<file path="src/rtl/cpu_trace_capture_if.sv">
`default_nettype none
// ============================================================================
// Module   : cpu_trace_capture_if
// Brief    : CPU observation signals plus the outgoing trace word stream.
//            master = test harness / CPU side, slave = trace capture block.
// Revision : 1.0 - initial release
// ============================================================================
interface cpu_trace_capture_if;
  // CPU debug outputs observed each cycle
  logic [31:0] PC;
  logic [31:0] instruction;
  logic [4:0]  WriteReg;
  logic [31:0] WriteData;
  logic        RegWre;
  logic        DataMemRW;
  logic        zero;
  logic        PCSrc;
  logic        PCWre;
  // Trace word stream towards the host/logger
  logic        tr_valid;
  logic [31:0] tr_data;
  logic        tr_last;
  logic        tr_ready;

  modport master (
    output PC, instruction, WriteReg, WriteData, RegWre, DataMemRW, zero,
           PCSrc, PCWre, tr_ready,
    input  tr_valid, tr_data, tr_last
  );

  modport slave (
    input  PC, instruction, WriteReg, WriteData, RegWre, DataMemRW, zero,
           PCSrc, PCWre, tr_ready,
    output tr_valid, tr_data, tr_last
  );
endinterface
`default_nettype wire

</file>
<file path="src/rtl/cpu_trace_capture.sv">
`default_nettype none
// ============================================================================
// Module   : cpu_trace_capture
// Brief    : Passive commit-trace capture. One 4-word record per qualified
//            retire goes into a small FIFO and is streamed out word by word.
//            Keeps retire and drop statistics.
// Options  : TRACE_WB_FILTER_EN - only store retires that write a register
//            or memory (seq/retire_cnt still count every retire).
// Revision : 1.0 - initial release
// ============================================================================
module cpu_trace_capture #(
  parameter int DEPTH  = 8,
  parameter int ADDR_W = 3
) (
  input  wire logic                clk,
  input  wire logic                reset,
  input  wire logic                cap_en,
  cpu_trace_capture_if.slave       bus,
  output logic [ADDR_W:0]          fifo_level,
  output logic [31:0]              retire_cnt,
  output logic [15:0]              drop_cnt
);

  localparam logic [ADDR_W:0] c_depth = (ADDR_W+1)'(DEPTH);
  localparam logic [ADDR_W:0] c_one   = (ADDR_W+1)'(1);

  // Record storage: {w0, w1, w2, w3} with w0 in the top 32 bits
  logic [127:0]      r_mem [0:DEPTH-1];
  logic [ADDR_W-1:0] r_wrPtr;
  logic [ADDR_W-1:0] r_rdPtr;
  logic [ADDR_W:0]   r_level;
  logic [1:0]        r_idx;
  logic [7:0]        r_seq;
  logic [31:0]       r_retire;
  logic [15:0]       r_drop;

  logic              w_qual;
  logic              w_want;
  logic              w_valid;
  logic              w_hs;
  logic              w_pop;
  logic              w_push;
  logic              w_drop;
  logic [127:0]      w_rec;
  logic [127:0]      w_head;

  assign w_qual = cap_en & bus.PCWre;

`ifdef TRACE_WB_FILTER_EN
  // Skip retires with no architectural side effect
  assign w_want = w_qual & (bus.RegWre | bus.DataMemRW);
`else
  assign w_want = w_qual;
`endif

  assign w_valid = (r_level != '0);
  assign w_hs    = w_valid & bus.tr_ready;
  assign w_pop   = w_hs & (r_idx == 2'd3);
  // A full FIFO still accepts when the head leaves in the same cycle
  assign w_push  = w_want & ((r_level < c_depth) | w_pop);
  assign w_drop  = w_want & ~w_push;

  assign w_rec = {bus.PC, bus.instruction, bus.WriteData,
                  r_seq, 3'b000, bus.WriteReg, bus.RegWre, bus.DataMemRW,
                  bus.zero, bus.PCSrc, 12'h000};

  assign w_head = r_mem[r_rdPtr];

  // Present the current word of the head record
  always_comb begin
    bus.tr_data = w_head[127:96];
    case (r_idx)
      2'd0:    bus.tr_data = w_head[127:96];
      2'd1:    bus.tr_data = w_head[95:64];
      2'd2:    bus.tr_data = w_head[63:32];
      default: bus.tr_data = w_head[31:0];
    endcase
  end

  assign bus.tr_valid = w_valid;
  assign bus.tr_last  = w_valid & (r_idx == 2'd3);
  assign fifo_level   = r_level;
  assign retire_cnt   = r_retire;
  assign drop_cnt     = r_drop;

  // Record RAM write; contents need no reset since pointers guard them
  always_ff @(posedge clk) begin
    if (w_push && !reset) begin
      r_mem[r_wrPtr] <= w_rec;
    end
  end

  // FIFO pointers, occupancy and output word index
  always_ff @(posedge clk or posedge reset) begin
    if (reset) begin
      r_wrPtr <= '0;
      r_rdPtr <= '0;
      r_level <= '0;
      r_idx   <= 2'd0;
    end else begin
      if (w_push) r_wrPtr <= r_wrPtr + 1'b1;
      if (w_pop)  r_rdPtr <= r_rdPtr + 1'b1;
      if (w_hs)   r_idx   <= r_idx + 2'd1;
      case ({w_push, w_pop})
        2'b10:   r_level <= r_level + c_one;
        2'b01:   r_level <= r_level - c_one;
        default: r_level <= r_level;
      endcase
    end
  end

  // Sequence number and statistics
  always_ff @(posedge clk or posedge reset) begin
    if (reset) begin
      r_seq    <= 8'd0;
      r_retire <= 32'd0;
      r_drop   <= 16'd0;
    end else begin
      if (w_qual) begin
        r_seq    <= r_seq + 8'd1;
        r_retire <= r_retire + 32'd1;
      end
      if (w_drop && (r_drop != 16'hFFFF)) begin
        r_drop <= r_drop + 16'd1;
      end
    end
  end

endmodule
`default_nettype wire

</file>
<file path="src/flat_wrapper.sv">
// flat-port wrapper written by rule: the top's interface ports become plain ports
module cpu_trace_capture_flat 
#(
  parameter int DEPTH  = 8,
  parameter int ADDR_W = 3
)
  (clk, reset, cap_en, fifo_level, retire_cnt, drop_cnt, bus_PC, bus_instruction, bus_WriteReg, bus_WriteData, bus_RegWre, bus_DataMemRW, bus_zero, bus_PCSrc, bus_PCWre, bus_tr_ready, bus_tr_valid, bus_tr_data, bus_tr_last);
  cpu_trace_capture_if bus_i ();
  input  wire logic clk;
  input  wire logic reset;
  input  wire logic cap_en;
  output logic [ADDR_W:0] fifo_level;
  output logic [31:0] retire_cnt;
  output logic [15:0] drop_cnt;
  input wire logic [$bits(bus_i.PC)-1:0] bus_PC;
  input wire logic [$bits(bus_i.instruction)-1:0] bus_instruction;
  input wire logic [$bits(bus_i.WriteReg)-1:0] bus_WriteReg;
  input wire logic [$bits(bus_i.WriteData)-1:0] bus_WriteData;
  input wire logic [$bits(bus_i.RegWre)-1:0] bus_RegWre;
  input wire logic [$bits(bus_i.DataMemRW)-1:0] bus_DataMemRW;
  input wire logic [$bits(bus_i.zero)-1:0] bus_zero;
  input wire logic [$bits(bus_i.PCSrc)-1:0] bus_PCSrc;
  input wire logic [$bits(bus_i.PCWre)-1:0] bus_PCWre;
  input wire logic [$bits(bus_i.tr_ready)-1:0] bus_tr_ready;
  output wire logic [$bits(bus_i.tr_valid)-1:0] bus_tr_valid;
  output wire logic [$bits(bus_i.tr_data)-1:0] bus_tr_data;
  output wire logic [$bits(bus_i.tr_last)-1:0] bus_tr_last;
  assign bus_i.PC = bus_PC;
  assign bus_i.instruction = bus_instruction;
  assign bus_i.WriteReg = bus_WriteReg;
  assign bus_i.WriteData = bus_WriteData;
  assign bus_i.RegWre = bus_RegWre;
  assign bus_i.DataMemRW = bus_DataMemRW;
  assign bus_i.zero = bus_zero;
  assign bus_i.PCSrc = bus_PCSrc;
  assign bus_i.PCWre = bus_PCWre;
  assign bus_i.tr_ready = bus_tr_ready;
  assign bus_tr_valid = bus_i.tr_valid;
  assign bus_tr_data = bus_i.tr_data;
  assign bus_tr_last = bus_i.tr_last;
  cpu_trace_capture #(.DEPTH(DEPTH), .ADDR_W(ADDR_W)) u_core (.clk(clk), .reset(reset), .cap_en(cap_en), .bus(bus_i), .fifo_level(fifo_level), .retire_cnt(retire_cnt), .drop_cnt(drop_cnt));
endmodule
</file>
<file path="config.mk">
export PLATFORM = sky130hd
export DESIGN_NAME = cpu_trace_capture_flat
export DESIGN_NICKNAME = d
export VERILOG_FILES = /design/src/rtl/cpu_trace_capture_if.sv /design/src/rtl/cpu_trace_capture.sv /design/src/flat_wrapper.sv
export SDC_FILE = /design/constraint.sdc
export NUM_CORES = 1
export LEC_CHECK = 0
export CAP_MARGIN = 0
export CORE_UTILIZATION = 40
export CTS_BUF_LIST = sky130_fd_sc_hd__clkbuf_4 sky130_fd_sc_hd__clkbuf_8 sky130_fd_sc_hd__clkbuf_16
export CTS_CLUSTER_DIAMETER = 30
export DETAILED_ROUTE_END_ITERATION = 12
export PLACE_DENSITY_LB_ADDON = 0.1
export RECOVER_POWER = 25
export REMOVE_ABC_BUFFERS = 1
export SLEW_MARGIN = 20
export SYNTH_ARGS = -nofsm -noshare
export SYNTH_HDL_FRONTEND = slang
export SYNTH_SLANG_ARGS = --single-unit
</file>
<file path="constraint.sdc">
create_clock -name clk -period 35.2 [get_ports clk]
set_clock_uncertainty 0.05 [all_clocks]
set_input_delay 3.52 -clock clk [delete_from_list [all_inputs] [get_ports clk]]
set_output_delay 3.52 -clock clk [all_outputs]
set_load 0.01 [all_outputs]
</file>
==> qor.yml <==
run_status:
  status: "complete, no violations"
cts:
  cts_buffers: 216
  cts_tree: "done"
  cts.path.max_buffers: 3
  cts.repair.resized: 0
  path_clk_slew_ps: 50
  htree_levels: 4
  clock_latency_ps: 760
  cts.sinks: 972
  postCtsSetupRepairBufs: 0
  cts_root_buffer: "clkbuf_16"
  hold_buffers: 0
floorplan:
  io_pins: 196
  die_height_um: 309
  num_rows: 112
  die_w_um: 309
  core_um2: 93300
  die-area_um2: 95500
  initial_utilization_pct: 40.4
synth:
  synth.cell_area_um2: 37700
  synth_common_cells: "904 x edfxtp_1, 179 x mux4_2, 76 x mux2i_1"
  synth-edff-count: 904
  async_flop_share_pct: 7.00
  ys_types: 48
  synth.most_common_cell: "edfxtp_1"
  yosysSeqAreaShare_pct: 76.5
  synthFlopType: "edfxtp_1"
  synth_top_cell_by_area: "edfxtp_1"
  synth-seq-cells: 972
  synth_top_area_share_pct: 72.0
  postSynthCellCount: 1839
  yosys_warnings: 0
  syn_area_per_cell_um2: 20.5
  synth_area_leaders: "edfxtp_1 72%, mux4_2 11%, dfrtp_1 4.5%, mux2i_1 2.0%, mux2_2 1.3%"
grt:
  grt.busiest_layer: "met2"
  grt_remaining_overflow: 0
  grt_use_met2_pct: 30.7
  grt_util_met3_pct: 5.03
  grt_pass1_vias: 21200
  grt_pass1_wl_mm: 133
  grt.total_usage_pct: 19.0
  grt_start_max_net_pins: 114
  grt_util_met1_pct: 24.6
  antenna_found_initial: 23
final_layout:
  areaGrowthSynthToFinish_pct: 29.6
  drive_gt1_share_pct: 27.9
  finalNetCount: 2311
  final_core_util_pct: 52.4
  fillers: 7524
power_and_ir_drop:
  peakVddDrop_mv: 0.0536
  fin_total_pwr_mw: 4.37
  p_leak_nw: 16.4
  p_per_area_nw_per_um2: 89.4
sta:
  finalSetupViolCount: 0
  setup_tns_ps: 0
  worst_slack_ps: 26120
  timing.final.max_slew_violations: 0
  hold_slack_ps: 436
  min_period_over_period_pct: 25.8
  hold_violations: 0
  period_minus_slack_ps: 9080
  rsz0062_at_grt: "false"
  worstMarginPinSlew_ps: 1000
  slew_headroom_pct: 33.0
  fmax_mhz: 110
critical_path:
  r2r-end: "u_core.r_mem[7][45]"
  cp_max_fo: 57
  setup.worst_path.start: "u_core.r_rdPtr[0]"
  r2r_slack_ps: 31000
  worstPathRequired_ps: 31630
  endpoint_kind: "output pin"
  cp-endpoint: "bus_tr_data[1]"
  critical_path_class: "reg2out"
  r2r-start: "u_core.r_idx[0]"
  worst_ep_arrival_time_ps: 5510
  ff2ff_path_depth: 7
  critPathLaunchType: "flop"
place:
  dp_hpwl_mm: 42.5
  portBuffers: 195
  pre_cts_slack_ps: 26690
  place_congestion: 0.726
route:
  routed_wl_mm: 88.4
  drt_iter0_drc: 1141
  antenna_left: 0
  avgViaCountPerCell: 5.31
  drc: 0
  firstDrtPassIters: 5
  vias: 19300
  routedWlPerCell_um: 24.3
worst_hold_path:
  hold_class: "reg2reg"
flow_run:
  maxCapViolCount: 0
power breakdown:
group / leakage, nW / internal [mW] / switching [mW]
combinational: 3.61 / 0.429 / 0.493
clock: 3.75 / 1.42 / 0.645
sequential: 9.04 / 1.33 / 0.0562
total: 16.4 / 3.18 / 1.19
cell usage in the layout, fill, tap and decap left out, types with 28 or more instances in the layout:
cell,netlist,routed
mux4_2,179,179
mux2i_1,76,76
mux2_2,45,45
nor2_1,64,58
clkbuf_16,0,217
dfrtp_1,68,65
nand2_1,42,42
clkbuf_4,0,35
bufinv_16,0,35
xnor2_1,43,43
a22oi_1,40,40
clkinv_2,0,28
o22ai_1,30,30
dlygate4sd3_1,0,64
clkdlybuf4s50_1,0,131
edfxtp_1,904,904
a31oi_1,34,34
per-layer routing:
metal,up-vias,wire length [µm]
li1,8426,-
met3,181,4880
met5,-,107
met1,10200,38100
met2,499,43300
met4,16,2020
sequential cells by signal (all words and copies together), names as in the netlist:
name and count:
u_core.drop_cnt 16, u_core.fifo_level 4, u_core.r_idx 2, u_core.r_mem 904, u_core.r_rdPtr 3, u_core.r_seq 8, u_core.r_wrPtr 3, u_core.retire_cnt 32
cell type report:
cell class              count  area (µm²)  area share (%)
repair buffers            228        2270            4.65
clock buffers             256        5750            11.8
well taps                1254        1570            3.21
inverters                   7        26.3          0.0537
flip-flops and latches    972       28900            59.0
diodes                      3        7.51          0.0154
multi-input cells         762        8430            17.2
clock inverters           151        1980            4.06
stage by stage:
step / cells / instance area, µm²
after floorplan: 1741 / 37200
after global placement: 3223 / 41200
after detailed placement: 3223 / 41200
after CTS: 3630 / 48900
after global routing: 3632 / 48900
final: 3633 / 48900
critical path, cell delays in order (launching register included):
cell	delay (ps)
dfrtp_4	670
buf_4	750
buf_4	830
buf_4	820
mux2_2	410
o22ai_1	150
nor2_1	80
a22oi_1	180
o221ai_1	190
clkdlybuf4s50_1	540
worst min-delay path by stage:
stage                          start                    end  depth (start not counted)
6_report       u_core.retire_cnt[31]  u_core.retire_cnt[31]                          1
2_1_floorplan      u_core.r_wrPtr[0]      u_core.r_wrPtr[0]                          2
4_1_cts        u_core.retire_cnt[31]  u_core.retire_cnt[31]                          1
3_5_place_dp   u_core.retire_cnt[31]  u_core.retire_cnt[31]                          1
5_1_grt        u_core.retire_cnt[31]  u_core.retire_cnt[31]                          1
3_3_place_gp   u_core.retire_cnt[31]  u_core.retire_cnt[31]                          1
kinds of logic after synthesis:
kind of cell | after synthesis | share of synthesized area (%)
multiplexers | 300 | 14.0
adder cells (fa/ha/maj) | 14 | 0.484
flip-flops | 972 | 76.5
buffers and inverters | 105 | 1.37
AND/OR/NAND/NOR | 210 | 2.83
XOR/XNOR | 61 | 1.42
AO/OA/AOI/OAI | 177 | 3.37
No activity file was read; power rests on OpenSTA's default activity.
